File: src/rtl/iterative_alu.sv
`default_nettype none
// ============================================================================
// Module   : iterative_alu
// Brief    : Multi-cycle EX-stage ALU: single-cycle logic/arith, shift-add
//            MUL/MULHU and restoring DIVU/REMU behind a start/busy/done handshake.
// Revision : 1.0  initial release
// ============================================================================
module iterative_alu #(
    parameter int WIDTH = 32,
    parameter int CNT_W = 6
) (
    input  logic             clk,
    input  logic             rst,
    input  logic             start,
    input  logic [WIDTH-1:0] in1,
    input  logic [WIDTH-1:0] in2,
    input  logic [3:0]       sl,
    output logic [WIDTH-1:0] out,
    output logic             zero,
    output logic             sign,
    output logic             busy,
    output logic             done,
    output logic             div_by_zero
);

    localparam logic [3:0] C_OP_ADD   = 4'b0000;
    localparam logic [3:0] C_OP_SUB   = 4'b0001;
    localparam logic [3:0] C_OP_AND   = 4'b0010;
    localparam logic [3:0] C_OP_OR    = 4'b0011;
    localparam logic [3:0] C_OP_XOR   = 4'b0100;
    localparam logic [3:0] C_OP_SLT   = 4'b0101;
    localparam logic [3:0] C_OP_SLTU  = 4'b0110;
    localparam logic [3:0] C_OP_MUL   = 4'b1000;
    localparam logic [3:0] C_OP_MULHU = 4'b1001;
    localparam logic [3:0] C_OP_DIVU  = 4'b1010;
    localparam logic [3:0] C_OP_REMU  = 4'b1011;

    localparam logic [CNT_W-1:0] C_LAST = CNT_W'(WIDTH - 1);

    typedef enum logic [1:0] {
        S_IDLE = 2'd0,
        S_MUL  = 2'd1,
        S_DIV  = 2'd2,
        S_DONE = 2'd3
    } state_t;

    state_t             r_state;
    logic [WIDTH-1:0]   r_out;
    logic               r_busy;
    logic               r_done;
    logic               r_dbz;
    logic [CNT_W-1:0]   r_cnt;
    logic [2*WIDTH-1:0] r_acc;
    logic [WIDTH-1:0]   r_q;
    logic [WIDTH-1:0]   r_rem;
    logic [WIDTH-1:0]   r_opnd;
    logic               r_hi;

    logic               w_is_mul;
    logic               w_is_div;
    logic [WIDTH-1:0]   w_quick;
    logic [WIDTH:0]     w_mul_sum;
    logic [2*WIDTH-1:0] w_acc_next;
    logic [WIDTH:0]     w_div_shift;
    logic [WIDTH:0]     w_div_diff;
    logic               w_div_ge;
    logic [WIDTH-1:0]   w_rem_next;
    logic [WIDTH-1:0]   w_q_next;

    assign w_is_mul = (sl == C_OP_MUL)  || (sl == C_OP_MULHU);
    assign w_is_div = (sl == C_OP_DIVU) || (sl == C_OP_REMU);

    // DIVU/REMU only reach this path when the divisor is zero (RISC-V results).
    always_comb begin
        w_quick = '0;
        case (sl)
            C_OP_ADD:  w_quick = in1 + in2;
            C_OP_SUB:  w_quick = in1 - in2;
            C_OP_AND:  w_quick = in1 & in2;
            C_OP_OR:   w_quick = in1 | in2;
            C_OP_XOR:  w_quick = in1 ^ in2;
            C_OP_SLT:  w_quick = {{(WIDTH-1){1'b0}}, ($signed(in1) < $signed(in2))};
            C_OP_SLTU: w_quick = {{(WIDTH-1){1'b0}}, (in1 < in2)};
            C_OP_DIVU: w_quick = '1;
            C_OP_REMU: w_quick = in1;
            default:   w_quick = '0;
        endcase
    end

    // Multiplier lives in the low half of the accumulator and is consumed LSB first.
    assign w_mul_sum  = {1'b0, r_acc[2*WIDTH-1:WIDTH]} + {1'b0, (r_acc[0] ? r_opnd : {WIDTH{1'b0}})};
    assign w_acc_next = {w_mul_sum, r_acc[WIDTH-1:1]};

    // A borrow out of the trial subtraction means the shifted remainder is below the divisor.
    assign w_div_shift = {r_rem, r_q[WIDTH-1]};
    assign w_div_diff  = w_div_shift - {1'b0, r_opnd};
    assign w_div_ge    = ~w_div_diff[WIDTH];
    assign w_rem_next  = w_div_ge ? w_div_diff[WIDTH-1:0] : w_div_shift[WIDTH-1:0];
    assign w_q_next    = {r_q[WIDTH-2:0], w_div_ge};

    always_ff @(posedge clk) begin
        if (rst) begin
            r_state <= S_IDLE;
            r_out   <= '0;
            r_busy  <= 1'b0;
            r_done  <= 1'b0;
            r_dbz   <= 1'b0;
            r_cnt   <= '0;
            r_acc   <= '0;
            r_q     <= '0;
            r_rem   <= '0;
            r_opnd  <= '0;
            r_hi    <= 1'b0;
        end else begin
            r_done <= 1'b0;
            case (r_state)
                S_IDLE: begin
                    if (start) begin
                        r_cnt <= '0;
                        r_hi  <= sl[0];
                        if (w_is_mul) begin
                            r_opnd  <= in1;
                            r_acc   <= {{WIDTH{1'b0}}, in2};
                            r_busy  <= 1'b1;
                            r_state <= S_MUL;
                        end else if (w_is_div && (in2 != '0)) begin
                            r_opnd  <= in2;
                            r_q     <= in1;
                            r_rem   <= '0;
                            r_busy  <= 1'b1;
                            r_state <= S_DIV;
                        end else begin
                            r_out   <= w_quick;
                            r_dbz   <= w_is_div;
                            r_done  <= 1'b1;
                            r_state <= S_DONE;
                        end
                    end
                end
                S_MUL: begin
                    r_acc <= w_acc_next;
                    r_cnt <= r_cnt + CNT_W'(1);
                    if (r_cnt == C_LAST) begin
                        r_out   <= r_hi ? w_acc_next[2*WIDTH-1:WIDTH] : w_acc_next[WIDTH-1:0];
                        r_dbz   <= 1'b0;
                        r_done  <= 1'b1;
                        r_busy  <= 1'b0;
                        r_state <= S_DONE;
                    end
                end
                S_DIV: begin
                    r_rem <= w_rem_next;
                    r_q   <= w_q_next;
                    r_cnt <= r_cnt + CNT_W'(1);
                    if (r_cnt == C_LAST) begin
                        r_out   <= r_hi ? w_rem_next : w_q_next;
                        r_dbz   <= 1'b0;
                        r_done  <= 1'b1;
                        r_busy  <= 1'b0;
                        r_state <= S_DONE;
                    end
                end
                S_DONE:  r_state <= S_IDLE;
                default: r_state <= S_IDLE;
            endcase
        end
    end

    assign out         = r_out;
    assign zero        = (r_out == '0);
    assign sign        = r_out[WIDTH-1];
    assign busy        = r_busy;
    assign done        = r_done;
    assign div_by_zero = r_dbz;

endmodule
`default_nettype wire

File: config.mk
export PLATFORM = sky130hd
export DESIGN_NAME = iterative_alu
export DESIGN_NICKNAME = d
export VERILOG_FILES = /design/src/rtl/iterative_alu.sv
export SDC_FILE = /design/constraint.sdc
export NUM_CORES = 1
export LEC_CHECK = 0
export BUFFER_PORTS_ARGS = -buffer_cell sky130_fd_sc_hd__buf_2
export CAP_MARGIN = 20
export CORE_ASPECT_RATIO = 1.2
export CORE_MARGIN = 2
export CORE_UTILIZATION = 32
export CTS_CLUSTER_SIZE = 40
export DETAILED_ROUTE_END_ITERATION = 10
export PLACE_DENSITY_LB_ADDON = 0.2
export SLEW_MARGIN = 30
export SYNTH_ARGS = -nofsm -noshare
export SYNTH_HDL_FRONTEND = slang
export SYNTH_SLANG_ARGS = --single-unit
File: constraint.sdc
create_clock -name clk -period 4.5 [get_ports clk]
set_input_delay 0.45 -clock clk [delete_from_list [all_inputs] [get_ports clk]]
set_output_delay 0.45 -clock clk [all_outputs]
set_load 0.02 [all_outputs]
* Yosys cells after proc, flatten, opt, wreduce, memory -nomap -nowiden
Cells that the tools add are included.
** Word-level totals
- Bits in registers :: 204
- Output and inout bits :: 37
- Word-level logic and storage cells :: 112
** Operators by class
- Add/sub/neg operators :: 5
- Order comparisons :: 2
- Equality and inequality tests :: 23
- Muxes and demuxes :: 45
- Bitwise gates (word level) :: 4
- Reduce and logical (&&, ||, !) cells :: 22
** Operator list (number)
- $mux W32 :: 17
- $pmux W32 S9 :: 1
- $mux W64 :: 2
- $pmux W32 S2 :: 2
- $pmux W64 S2 :: 1
- $pmux W32 S3 :: 1
- $lt A32 B32 Y1 :: 2
- $add A32 B32 Y33 :: 1
- $sub A33 B32 Y33 :: 1
- $add A32 B32 Y32 :: 1
- $and A32 B32 Y32 :: 1
- $logic_not A32 Y1 :: 1
- $or A32 B32 Y32 :: 1
- $reduce_bool A32 Y1 :: 1
- $sub A32 B32 Y32 :: 1
- $xor A32 B32 Y32 :: 1
- $eq A4 B4 Y1 const B :: 4
- $ne A2 B2 Y1 const B :: 7
- $eq A4 B3 Y1 const B :: 3
- $mux W1 :: 12
- $pmux W6 S2 :: 1
- $eq A4 B2 Y1 const B :: 2
- $reduce_and A4 Y1 :: 2
- $reduce_bool A2 Y1 :: 4
- 22 further kinds :: 31

* Depth between registers and ports, before layout
Gate-level depths: netlist of run 1.
- Depth in word-level cells :: 7
- Depth in mapped cells :: 15

* Least setup slack after synthesis of run 1
OpenSTA, ideal clock, no wires.
- Kind :: register to register
- From :: register r_acc[0]
- To :: register r_out[25], in the netlist out[25]
- Setup time :: 127 ps
- Arrival time :: 3147 ps
- Data required time :: 4373 ps
- Slack :: 1226 ps
- Cell stages (with the launch flop) :: 16
- Buffers on the path :: 1
- Clock period less this slack :: 3274 ps
- Path through :: dfxtp_1 > clkbuf_1 > and2_1 > ha_1 > inv_1 > fa_1 > nor2b_1 > o31ai_1 > a211o_1 > a211o_1 > a41o_1 > a21oi_1 > xor2_1 > a21oi_1 > nor2_1 > or3_1
** On the way
- Cells in the longest elaborated chain, start to end :: 5
** RTL lines
- start: declaration :: line 53 : logic [2*WIDTH-1:0] r_acc;
- start signal: assignment :: line 123 : r_acc <= {{WIDTH{1'b0}}, in2};
- start signal: assignment :: line 141 : r_acc <= w_acc_next;
- $mux W32 :: line 91 : assign w_mul_sum = {1'b0, r_acc[2*WIDTH-1:WIDTH]} + {1'b0, (r_acc[0] ? r_opnd : {WIDTH{1'b0}})};
- $add A32 B32 Y33 :: line 91
- $mux W32 :: line 144 : r_out <= r_hi ? w_acc_next[2*WIDTH-1:WIDTH] : w_acc_next[WIDTH-1:0];
- $mux W32 :: line 143 : if (r_cnt == C_LAST) begin
- $pmux W32 S3 :: line 116 : case (r_state)
- end signal: assignment :: line 133 : r_out <= w_quick;
- end signal: assignment :: line 144
- end signal: assignment :: line 156 : r_out <= r_hi ? w_rem_next : w_q_next;
- end: declaration :: line 48 : logic [WIDTH-1:0] r_out;
No other way between the ends. The select of a mux whose other input is x is not followed.
A chain may end at the register's enable or synchronous reset.

* Worst setup path after layout of run 1
- From :: register r_q[31]
- To :: register r_out[14], in the netlist out[14]
** On the way
- Cells in the longest elaborated chain, start to end :: 5
** RTL lines
- start: declaration :: line 54 : logic [WIDTH-1:0] r_q;
- start signal: assignment :: line 128 : r_q <= in1;
- start signal: assignment :: line 153 : r_q <= w_q_next;
- $sub A33 B32 Y33 :: line 96 : assign w_div_diff = w_div_shift - {1'b0, r_opnd};
- $mux W32 :: line 98 : assign w_rem_next = w_div_ge ? w_div_diff[WIDTH-1:0] : w_div_shift[WIDTH-1:0];
- $mux W32 :: line 156
- $mux W32 :: line 155 : if (r_cnt == C_LAST) begin
- $pmux W32 S3 :: line 116
No other way between the ends. The select of a mux whose other input is x is not followed.

==> run_results.csv, run 1 <==
group,metric,value,unit
outcome,status,"completed",
setup_path,critPathBufInv,2,
cells_and_area,finalInstanceArea,0.0209,sq mm
cts,clk_path_buf_depth,3,
timing,finalSetupTns,0,ns
setup_path,cp.required,4.91,ns
min_path,min_path_type,"input port to flop",
yosys,syn_nets,2785,
cts,cts_root_buffer,"clkbuf_16",
setup_path,crit_family,"compound AO/OA/AOI/OAI gates",
setup_path,crit_type,"flop to flop",
place,portBuffers,107,
place,placed_area,0.0202,sq mm
global_routing,grt_first_pass_wirelength,121000,um
pwr,power_density,450,mW/mm^2
pwr,p_sw,4.47,mW
timing,finalHoldViolations,0,
pwr,p_int,4.94,mW
cts,ctsHoldBuffers,0,
pwr,seq_power_share,26.8,%
yosys,synth_common_cells,"nor2_1, a21oi_1, dfxtp_1, ha_1, inv_1",
die,start_util,32.2,%
detailed_routing,viasPerCell,5.97,
setup_path,path_max_fanout,28,
yosys,avgSynthCellArea,7.36,sq um
setup_path,crit_top_cell,"a21oi_2",
yosys,synth_cells,2544,
setup_path,timing.rr.end,"out[14]$_SDFFE_PP0P_",
global_routing,grt_max_degree,115,
setup_path,crit_path_end,"out[14]$_SDFFE_PP0P_",
global_routing,gr-total-overflow,0,
yosys,synth_most_common_cell,"nor2_1",
timing,fmax,0.236,GHz
timing,finalClockSkew,0.0169,ns
global_routing,antenna_found_initial,6,
yosys,synth-seq-area-share,21.8,%
timing,finalMaxSlewViolations,0,
run,maxCapViolations,0,
die,fp.dieH,269,um
setup_path,critPathLaunchType,"flop",
detailed_routing,first_pass_iters,6,
setup_path,rr_startpoint,"r_q[31]$_SDFFE_PP0P_",
die,coreArea,0.0581,sq mm
setup_path,cp-end-kind,"flop",
setup_path,r2r_slack,0.26,ns
cts,cts.clk_slew.worst_paths,0.07,ns
detailed_routing,drt_wl_total,82400,um
yosys,ys_seq_elements,204,
place,hpwl,64500,um
cts,post_cts_buffers,0,
yosys,synth_flop_cell,"dfxtp_1",
detailed_routing,vias,20000,
yosys,synth_area_leader_cell,"dfxtp_1",
detailed_routing,wl_per_cell,24.7,um
yosys,synth_edf_count,0,
timing,rsz0062_at_grt,"no",
die,die_x,225,um
cts,cts_htree_levels,1,
setup_path,cp_slowest_cell,"and2_2",
pwr,switching_share,47.5,%
cells_and_area,drive_gt1_share,10.6,%
yosys,synth_cell_types,92,
timing,min_period_over_period,94.2,%
pwr,peakVddDrop,0.234,mV
timing,relSlewSlack,35.6,%
global_routing,grt_pass1_vias,18800,
yosys,synth_area,0.0187,sq mm
cells_and_area,area_delta_synth_final,11.7,%
yosys,synth_top_area_share,21.8,%
die,dieArea,0.0605,sq mm
pwr,p_leak,8.48,nW
setup_path,path_cells,"inv_1 > ha_1 > fa_1 > nand2b_1 > a21o_1 > a21oi_2 > a21oi_2 > a2111o_1 > nand3_2 > and2_2 > buf_4 > mux2i_1 > a211oi_1 > o41a_1",
pwr,clkPwrFrac,19.2,%
cts,cts_sinks,204,
timing,post-route-min-period,4.24,ns
setup_path,worst-path-stages,14,
timing,whs,0.224,ns
detailed_routing,drtAntennaViolNets,0,
cts,cts_resized,0,
place,gp_congestion,0.951,
setup_path,worstPathArrival,4.65,ns
yosys,yosys-top-cells-area,"dfxtp_1, ha_1, nor2_1",
timing,setup_viol,0,
setup_path,max_stage_delay,0.77,ns
place,place_ws,0.101,ns
cells_and_area,finalNetCount,2828,
yosys,synth-async-reset-ratio,0,%
detailed_routing,drcViolationCount,0,
cts,numCtsBuffers,21,
cts,worstSkewPairLatency,0.53,ns
global_routing,grt_use_total,26.3,%
cts,cts_tree,"built",
yosys,ys_warn_count,0,
pwr,combinationalPowerShare,53.9,%
setup_path,reg2regPathDepth,14,
setup_path,critPathLaunch,"r_q[31]$_SDFFE_PP0P_",
die,boundaryPins,108,
timing,layout_setup_ws,0.260,ns
die,rows,97,
detailed_routing,dr.first_iter.drc_count,1930,
timing,tightest_slew,0.964,ns
layout by cell type (no fill, tap or decap), types with 33 or more instances in the layout:
cell / synthesis / layout
xnor2_1: 45 / 45
a21oi_1: 247 / 243
ha_1: 166 / 164
and2_1: 43 / 42
nor2_1: 364 / 364
o21ai_0: 116 / 116
inv_1: 153 / 153
mux2i_1: 94 / 94
a21o_1: 41 / 40
nor4_1: 34 / 33
nand2_1: 148 / 148
buf_4: 1 / 79
dfxtp_1: 204 / 203
nand3_1: 45 / 45
a22oi_1: 37 / 37
buf_2: 11 / 106
a211oi_1: 139 / 139
nor3_1: 51 / 49
sequential cells by signal, summed over array words and instances, names as in the netlist:
| register | flops |
|---|---|
| out | 32 |
| r_cnt | 6 |
| r_opnd | 32 |
| r_hi | 1 |
| r_rem | 32 |
| r_acc | 64 |
| done | 1 |
| div_by_zero | 1 |
| r_state | 2 |
| r_q | 32 |
| busy | 1 |
kinds of logic (layout without fill, tap and decap cells):
logic type / Yosys count / count (layout) / synth area share, %
multiplexers: 107 / 107 / 5.81
buffers and inverters: 326 / 382 / 6.80
adder cells (fa/ha/maj): 170 / 170 / 11.5
XOR/XNOR: 72 / 72 / 3.37
flip-flops: 204 / 204 / 21.8
AND/OR/NAND/NOR: 787 / 787 / 19.0
AO/OA/AOI/OAI: 878 / 878 / 31.7
other: 0 / 1 / 0
final cells by class:
cell class | count | area (sq um)
sequential | 204 | 4090
inverter | 158 | 593
antenna | 1 | 2.50
multi-input combinational | 2014 | 13400
timing repair buffer | 188 | 1170
fill | 6209 | 37200
clock buffer | 28 | 572
tap | 742 | 928
clock inverter | 8 | 104
power groups by stage:
stage / Combinational, mW / Sequential (mW) / Clock (mW)
floorplan: 3.32 / 2.46 / 0
global placement: 4.96 / 2.55 / 0
detailed placement: 4.99 / 2.55 / 0
CTS: 5.02 / 2.51 / 1.84
global route: 5.47 / 2.54 / 1.90
finish: 5.08 / 2.53 / 1.81
stage by stage:
stage          util [%]  instances  power (mW)
2_1_floorplan         -       2544        5.78
3_3_place_gp       34.8       3306        7.51
3_5_place_dp       34.8       3306        7.54
4_1_cts            35.9       3342        9.37
5_1_grt            36.0       3343        9.91
6_report           36.0       3343        9.41
layer usage:
| layer | wire length [um] | track usage, % |
|---|---|---|
| met5 | 22 | 0 |
| met4 | 4460 | 12.7 |
| met3 | 4300 | 1.75 |
| met2 | 36800 | 42.7 |
| met1 | 36900 | 35.5 |
worst min path at each step:
stage	cells past startpoint	start	slack (ns)	end
3_3_place_gp	2	r_acc[63]$_SDFFE_PP0P_	0.44	r_acc[63]$_SDFFE_PP0P_
2_1_floorplan	2	r_acc[51]$_SDFFE_PP0P_	0.44	r_acc[51]$_SDFFE_PP0P_
5_1_grt	3	start	0.24	r_hi$_SDFFE_PP0P_
6_report	3	start	0.22	r_hi$_SDFFE_PP0P_
3_5_place_dp	2	r_acc[53]$_SDFFE_PP0P_	0.45	r_acc[53]$_SDFFE_PP0P_
4_1_cts	3	start	0.22	r_hi$_SDFFE_PP0P_
worst register-to-register path: stages, from the launching register on:
cell	delay, ns
dfxtp_1	0.37
inv_1	0.06
ha_1	0.25
fa_1	0.40
nand2b_1	0.18
a21o_1	0.20
a21oi_2	0.18
a21oi_2	0.14
a2111o_1	0.46
nand3_2	0.11
and2_2	0.77
buf_4	0.29
mux2i_1	0.25
a211oi_1	0.11
o41a_1	0.35
Note: power is estimated with default switching activity, not from simulation.
==> run 2: changes to the inputs <==
--- a/config.mk
+++ b/config.mk
@@ -11,3 +11,3 @@
 export CORE_MARGIN = 2
-export CORE_UTILIZATION = 32
+export CORE_UTILIZATION = 39
 export CTS_CLUSTER_SIZE = 40
==> constraint.sdc (replaced) <==
create_clock -name clk -period 4.4 [get_ports clk]
set_input_delay 0.66 -clock clk [delete_from_list [all_inputs] [get_ports clk]]
set_output_delay 0.66 -clock clk [all_outputs]
set_load 0.02 [all_outputs]
==> run 2 against run 1 <==
Non-clock buffer count increased by 2. Core utilization increased by 8.4 points. Maximum frequency grew 1.9%. Count of clock-buffer cells in the layout grew 1. Critical endpoint is now out[25]$_SDFFE_PP0P_.
==> run_results.csv, run 2 (synthesis gave the netlist of run 1 again) <==
group,metric,value,unit
cts,cts_sinks,204,
setup_path,critPathLaunchType,"flop",
timing,min_period_over_period,94.6,%
timing,finalHoldViolations,0,
cells_and_area,finalNetCount,2831,
setup_path,critPathBufInv,1,
die,rows,87,
global_routing,grt_first_pass_wirelength,118000,um
detailed_routing,first_pass_iters,6,
timing,post-route-min-period,4.16,ns
cells_and_area,area_delta_synth_final,11.9,%
setup_path,cp-end-kind,"flop",
global_routing,antenna_found_initial,6,
place,gp_congestion,0.976,
min_path,min_path_type,"input port to flop",
global_routing,grt_use_total,30.8,%
timing,finalMaxSlewViolations,0,
cells_and_area,nFillCells,4922,
place,hpwl,61800,um
cts,cts_resized,0,
cells_and_area,largest_reg_flops,64,
cts,worstSkewPairLatency,0.53,ns
cells_and_area,multi_input_area,0.0134,sq mm
timing,finalClockSkew,0.0170,ns
cells_and_area,layout_common_cells,"nor2_1, a21oi_1, dfxtp_1",
place,placed_area,0.0201,sq mm
cts,clk_path_buf_depth,3,
cells_and_area,drive_gt1_share,10.8,%
cts,ctsHoldBuffers,0,
setup_path,worstPathArrival,4.57,ns
global_routing,gr-total-overflow,0,
timing,fmax,0.240,GHz
detailed_routing,viasPerCell,6.22,
timing,finalSetupTns,0,ns
die,boundaryPins,108,
detailed_routing,vias,20100,
setup_path,cp.required,4.81,ns
setup_path,path_max_fanout,21,
timing,relSlewSlack,39.2,%
cells_and_area,seqCellArea,0.00409,sq mm
cts,numCtsBuffers,22,
setup_path,crit_family,"simple AND/OR/NAND/NOR gates",
timing,whs,0.427,ns
timing,rsz0062_at_grt,"no",
timing,layout_setup_ws,0.238,ns
cts,cts_tree,"built",
global_routing,grt_pass1_vias,18900,
die,die_x,204,um
cells_and_area,top_register,"r_acc",
place,place_ws,-0.0216,ns
cts,cts.clk_slew.worst_paths,0.07,ns
global_routing,grt_max_degree,79,
cells_and_area,layout_commonest_cell,"nor2_1",
setup_path,crit_type,"flop to flop",
die,dieArea,0.0498,sq mm
cts,post_cts_buffers,0,
detailed_routing,drcViolationCount,0,
outcome,status,"completed",
timing,setup_viol,0,
pwr,peakVddDrop,0.250,mV
detailed_routing,drt_wl_total,79200,um
cts,cts_htree_levels,1,
detailed_routing,wl_per_cell,24.5,um
setup_path,cp_slowest_cell,"and2_2",
die,coreArea,0.0472,sq mm
setup_path,max_stage_delay,0.55,ns
detailed_routing,drtAntennaViolNets,0,
place,portBuffers,107,
timing,tightest_slew,0.912,ns
pwr,power_density,479,mW/mm^2
die,start_util,39.6,%
detailed_routing,dr.first_iter.drc_count,2058,
pwr,p_leak,8.59,nW
cells_and_area,fin_util,44.4,%
setup_path,path_cells,"inv_1 > ha_1 > fa_1 > nand2b_1 > a21o_1 > a21oi_2 > a21oi_2 > a2111o_1 > nand3_2 > and2_2 > mux2i_1 > a211oi_1 > or3_1",
run,maxCapViolations,0,
cts,cts_root_buffer,"clkbuf_16",
die,fp.dieH,244,um
cells_and_area,finalInstanceArea,0.0210,sq mm
setup_path,crit_top_cell,"a21oi_2",
==> run 2: cell types whose count changed in the layout (fill, tap and decap cells not counted) <==
cell | previous run | this run
clkbuf_1 | 5 | 4
buf_4 | 79 | 82
diode_2 | 1 | 2
buf_12 | 2 | 1
nor3_4 | 1 | 0
nor3_2 | 2 | 3
clkinvlp_4 | 4 | 2
inv_6 | 1 | 0
a2111oi_0 | 11 | 12
bufinv_16 | 2 | 8
a2111oi_1 | 2 | 1
clkbuf_16 | 21 | 23
==> run 2: routing by layer <==
| layer | vias to the layer above | global-route usage [%] | part of all wire, % |
|---|---|---|---|
| met1 | 9672 | 41.9 | 43 |
| met2 | 873 | 50.2 | 46 |
| li1 | 9400 | - | - |
| met4 | 4 | 11.3 | 3.8 |
| met5 | - | 0 | 0.029 |
| met3 | 135 | 3.25 | 7.2 |
==> run 2: worst paths after layout <==
path | start | end | slack (ns) | depth (start not counted)
min | start | r_hi$_SDFFE_PP0P_ | 0.43 | 3
min reg2reg | r_acc[59]$_SDFFE_PP0P_ | r_acc[59]$_SDFFE_PP0P_ | 0.46 | 2
max reg2reg | r_q[31]$_SDFFE_PP0P_ | out[25]$_SDFFE_PP0P_ | 0.24 | 13
max | r_q[31]$_SDFFE_PP0P_ | out[25]$_SDFFE_PP0P_ | 0.24 | 13
==> run 2: power by group <==
part	total [mW]	leakage [nW]	switching (mW)	internal, mW
sequential	2.57	1.66	0.401	2.17
clock	2.30	0.420	0.844	1.46
combinational	5.15	6.51	3.31	1.84
total	10.0	8.59	4.56	5.47
==> run 2: worst register-to-register path: stages, from the launching register on <==
cell      delay [ns]
dfxtp_1         0.37
inv_1           0.06
ha_1            0.22
fa_1            0.41
nand2b_1        0.19
a21o_1          0.20
a21oi_2         0.19
a21oi_2         0.15
a2111o_1        0.46
nand3_2         0.11
and2_2          0.55
mux2i_1         0.53
a211oi_1        0.21
or3_1           0.40
==> run 2: metrics by stage <==
| stage | power [mW] | cells |
|---|---|---|
| 5_1_grt | 10.5 | 3231 |
| 2_1_floorplan | 5.91 | 2544 |
| 3_5_place_dp | 7.61 | 3189 |
| 6_report | 10.0 | 3231 |
| 4_1_cts | 9.92 | 3229 |
| 3_3_place_gp | 7.59 | 3189 |
==> run 2: cell type report <==
| class | count | share of cell area, % |
|---|---|---|
| Sequential cell | 204 | 19.5 |
| Tap cell | 623 | 3.72 |
| Multi-Input combinational cell | 2014 | 64.1 |
| Clock inverter | 11 | 1.24 |
| Antenna cell | 2 | 0.0239 |
| Inverter | 158 | 2.83 |
| Clock buffer | 29 | 2.95 |
| Timing Repair Buffer | 190 | 5.62 |
==> run 3: changes to the inputs <==
Settings changed: ABC_CLOCK_PERIOD_IN_PS set to 4400, SETUP_SLACK_MARGIN set to 0.5.
==> run 3 against run 2 <==
Global-route usage stayed put. Combinational power is 5.4% higher. Via count is 0.20% higher. Die area stayed put. Clock skew is 0.0028 ns higher. Non-clock buffer count is 1 higher. Design area is 0.73% higher. Power is 2.8% higher. Register-to-register slack better by 0.37 ns.
==> run_results.csv, run 3 (synthesis gave the netlist of run 1 again) <==
group,metric,value,unit
outcome,status,"completed",
timing,finalSetupTns,0,ns
cts,cts_htree_levels,1,
detailed_routing,drt_wl_total,79900,um
cells_and_area,top_register,"r_acc",
die,fp.dieH,244,um
cts,cts_root_buffer,"clkbuf_16",
setup_path,crit_type,"flop to flop",
global_routing,grt_max_degree,79,
timing,post-route-min-period,3.79,ns
timing,whs,0.423,ns
detailed_routing,vias,20100,
setup_path,worstPathArrival,4.21,ns
detailed_routing,wl_per_cell,24.7,um
cells_and_area,layout_commonest_cell,"nor2_1",
cells_and_area,finalNetCount,2834,
setup_path,cp.required,4.82,ns
global_routing,grt_pass1_vias,18900,
timing,min_period_over_period,86.1,%
timing,fmax,0.264,GHz
timing,setup_viol,0,
run,maxCapViolations,0,
timing,relSlewSlack,38.9,%
setup_path,path_max_fanout,4,
global_routing,antenna_found_initial,6,
global_routing,gr-total-overflow,0,
cts,ctsHoldBuffers,0,
min_path,min_path_type,"input port to flop",
pwr,p_leak,8.61,nW
timing,finalClockSkew,0.0198,ns
detailed_routing,drtAntennaViolNets,0,
setup_path,cp-end-kind,"flop",
global_routing,grt_first_pass_wirelength,118000,um
cts,cts_sinks,204,
cells_and_area,layout_common_cells,"nor2_1, a21oi_1, dfxtp_1",
timing,tightest_slew,0.917,ns
detailed_routing,drcViolationCount,0,
place,hpwl,61800,um
pwr,power,10.3,mW
die,rows,87,
pwr,power_density,489,mW/mm^2
detailed_routing,dr.first_iter.drc_count,2055,
die,start_util,39.6,%
timing,finalHoldViolations,0,
cells_and_area,area_delta_synth_final,12.8,%
cts,cts.clk_slew.worst_paths,0.07,ns
cells_and_area,nFillCells,4899,
place,portBuffers,107,
die,coreArea,0.0472,sq mm
die,die_x,204,um
die,dieArea,0.0498,sq mm
cts,clk_path_buf_depth,3,
cells_and_area,drive_gt1_share,11.8,%
global_routing,grt_use_total,30.8,%
place,gp_congestion,0.976,
detailed_routing,viasPerCell,6.22,
cts,cts_tree,"built",
cts,worstSkewPairLatency,0.53,ns
cells_and_area,largest_reg_flops,64,
pwr,peakVddDrop,0.250,mV
timing,finalMaxSlewViolations,0,
die,boundaryPins,108,
setup_path,critPathLaunchType,"flop",
detailed_routing,first_pass_iters,6,
cts,numCtsBuffers,22,
timing,rsz0062_at_grt,"yes",
## run 3: layer usage
layer	GRT usage [%]	routed length, um	vias to the layer above	part of all wire (%)
met5	0	23	-	0.029
met4	11.3	2970	4	3.7
met3	3.26	6280	133	7.9
met2	50.2	36600	944	46
met1	41.9	34000	9638	43
li1	-	-	9406	-
## run 3: through the flow
step / area [sq um] / instances / setup slack, ns / util [%]
6_report: 21100 / 3234 / 0.612 / 44.7
5_1_grt: 21100 / 3234 / 0.380 / 44.7
4_1_cts: 21000 / 3229 / 0.502 / 44.4
3_5_place_dp: 20100 / 3189 / -0.0216 / 42.5
3_3_place_gp: 20100 / 3189 / 0.0567 / 42.5
2_1_floorplan: 18700 / 2544 / 1.12 / -
## run 3: area by class of cell
type                    instances  area [sq um]  area share [%]
well taps                     623           779            3.69
repair buffers                191          1190            5.63
clock buffers                  29           618            2.93
clock inverters                11           260            1.23
diodes                          2          5.00          0.0237
inverters                     158           593            2.81
flip-flops and latches        204          4090            19.4
multi-input cells            2016         13600            64.3
## run 3: where the power goes
| part | switching (mW) | internal (mW) |
|---|---|---|
| sequential | 0.406 | 2.17 |
| combinational | 3.46 | 1.97 |
| clock | 0.847 | 1.46 |
| total | 4.71 | 5.61 |
## run 3: path summary, 6_finish.rpt
kind                          start                endpoint  slack, ns  depth (start not counted)
max            r_q[31]$_SDFFE_PP0P_    out[26]$_SDFFE_PP0P_       0.61                         14
min reg2reg  r_acc[59]$_SDFFE_PP0P_  r_acc[59]$_SDFFE_PP0P_       0.46                          2
max reg2reg    r_q[31]$_SDFFE_PP0P_    out[26]$_SDFFE_PP0P_       0.61                         14
min                           start       r_hi$_SDFFE_PP0P_       0.42                          3
## run 3: critical path, stage by stage (launching register included)
cell and delay, ns:
dfxtp_1 0.37, inv_1 0.06, ha_1 0.22, fa_1 0.41, nand2b_1 0.18, a21o_1 0.21
a2111oi_2 0.42, buf_4 0.19, o21ai_0 0.16, a21o_1 0.25, o21ai_0 0.18, a21oi_1 0.11
xor2_1 0.33, o21ai_0 0.20, or3_1 0.39
## run 3: timing repair
action,in CTS,in global routing
pin swaps,0,2
gates resized for setup,5,29
cloned,0,2
setup buffers,0,1
setup endpoints to repair,31,33
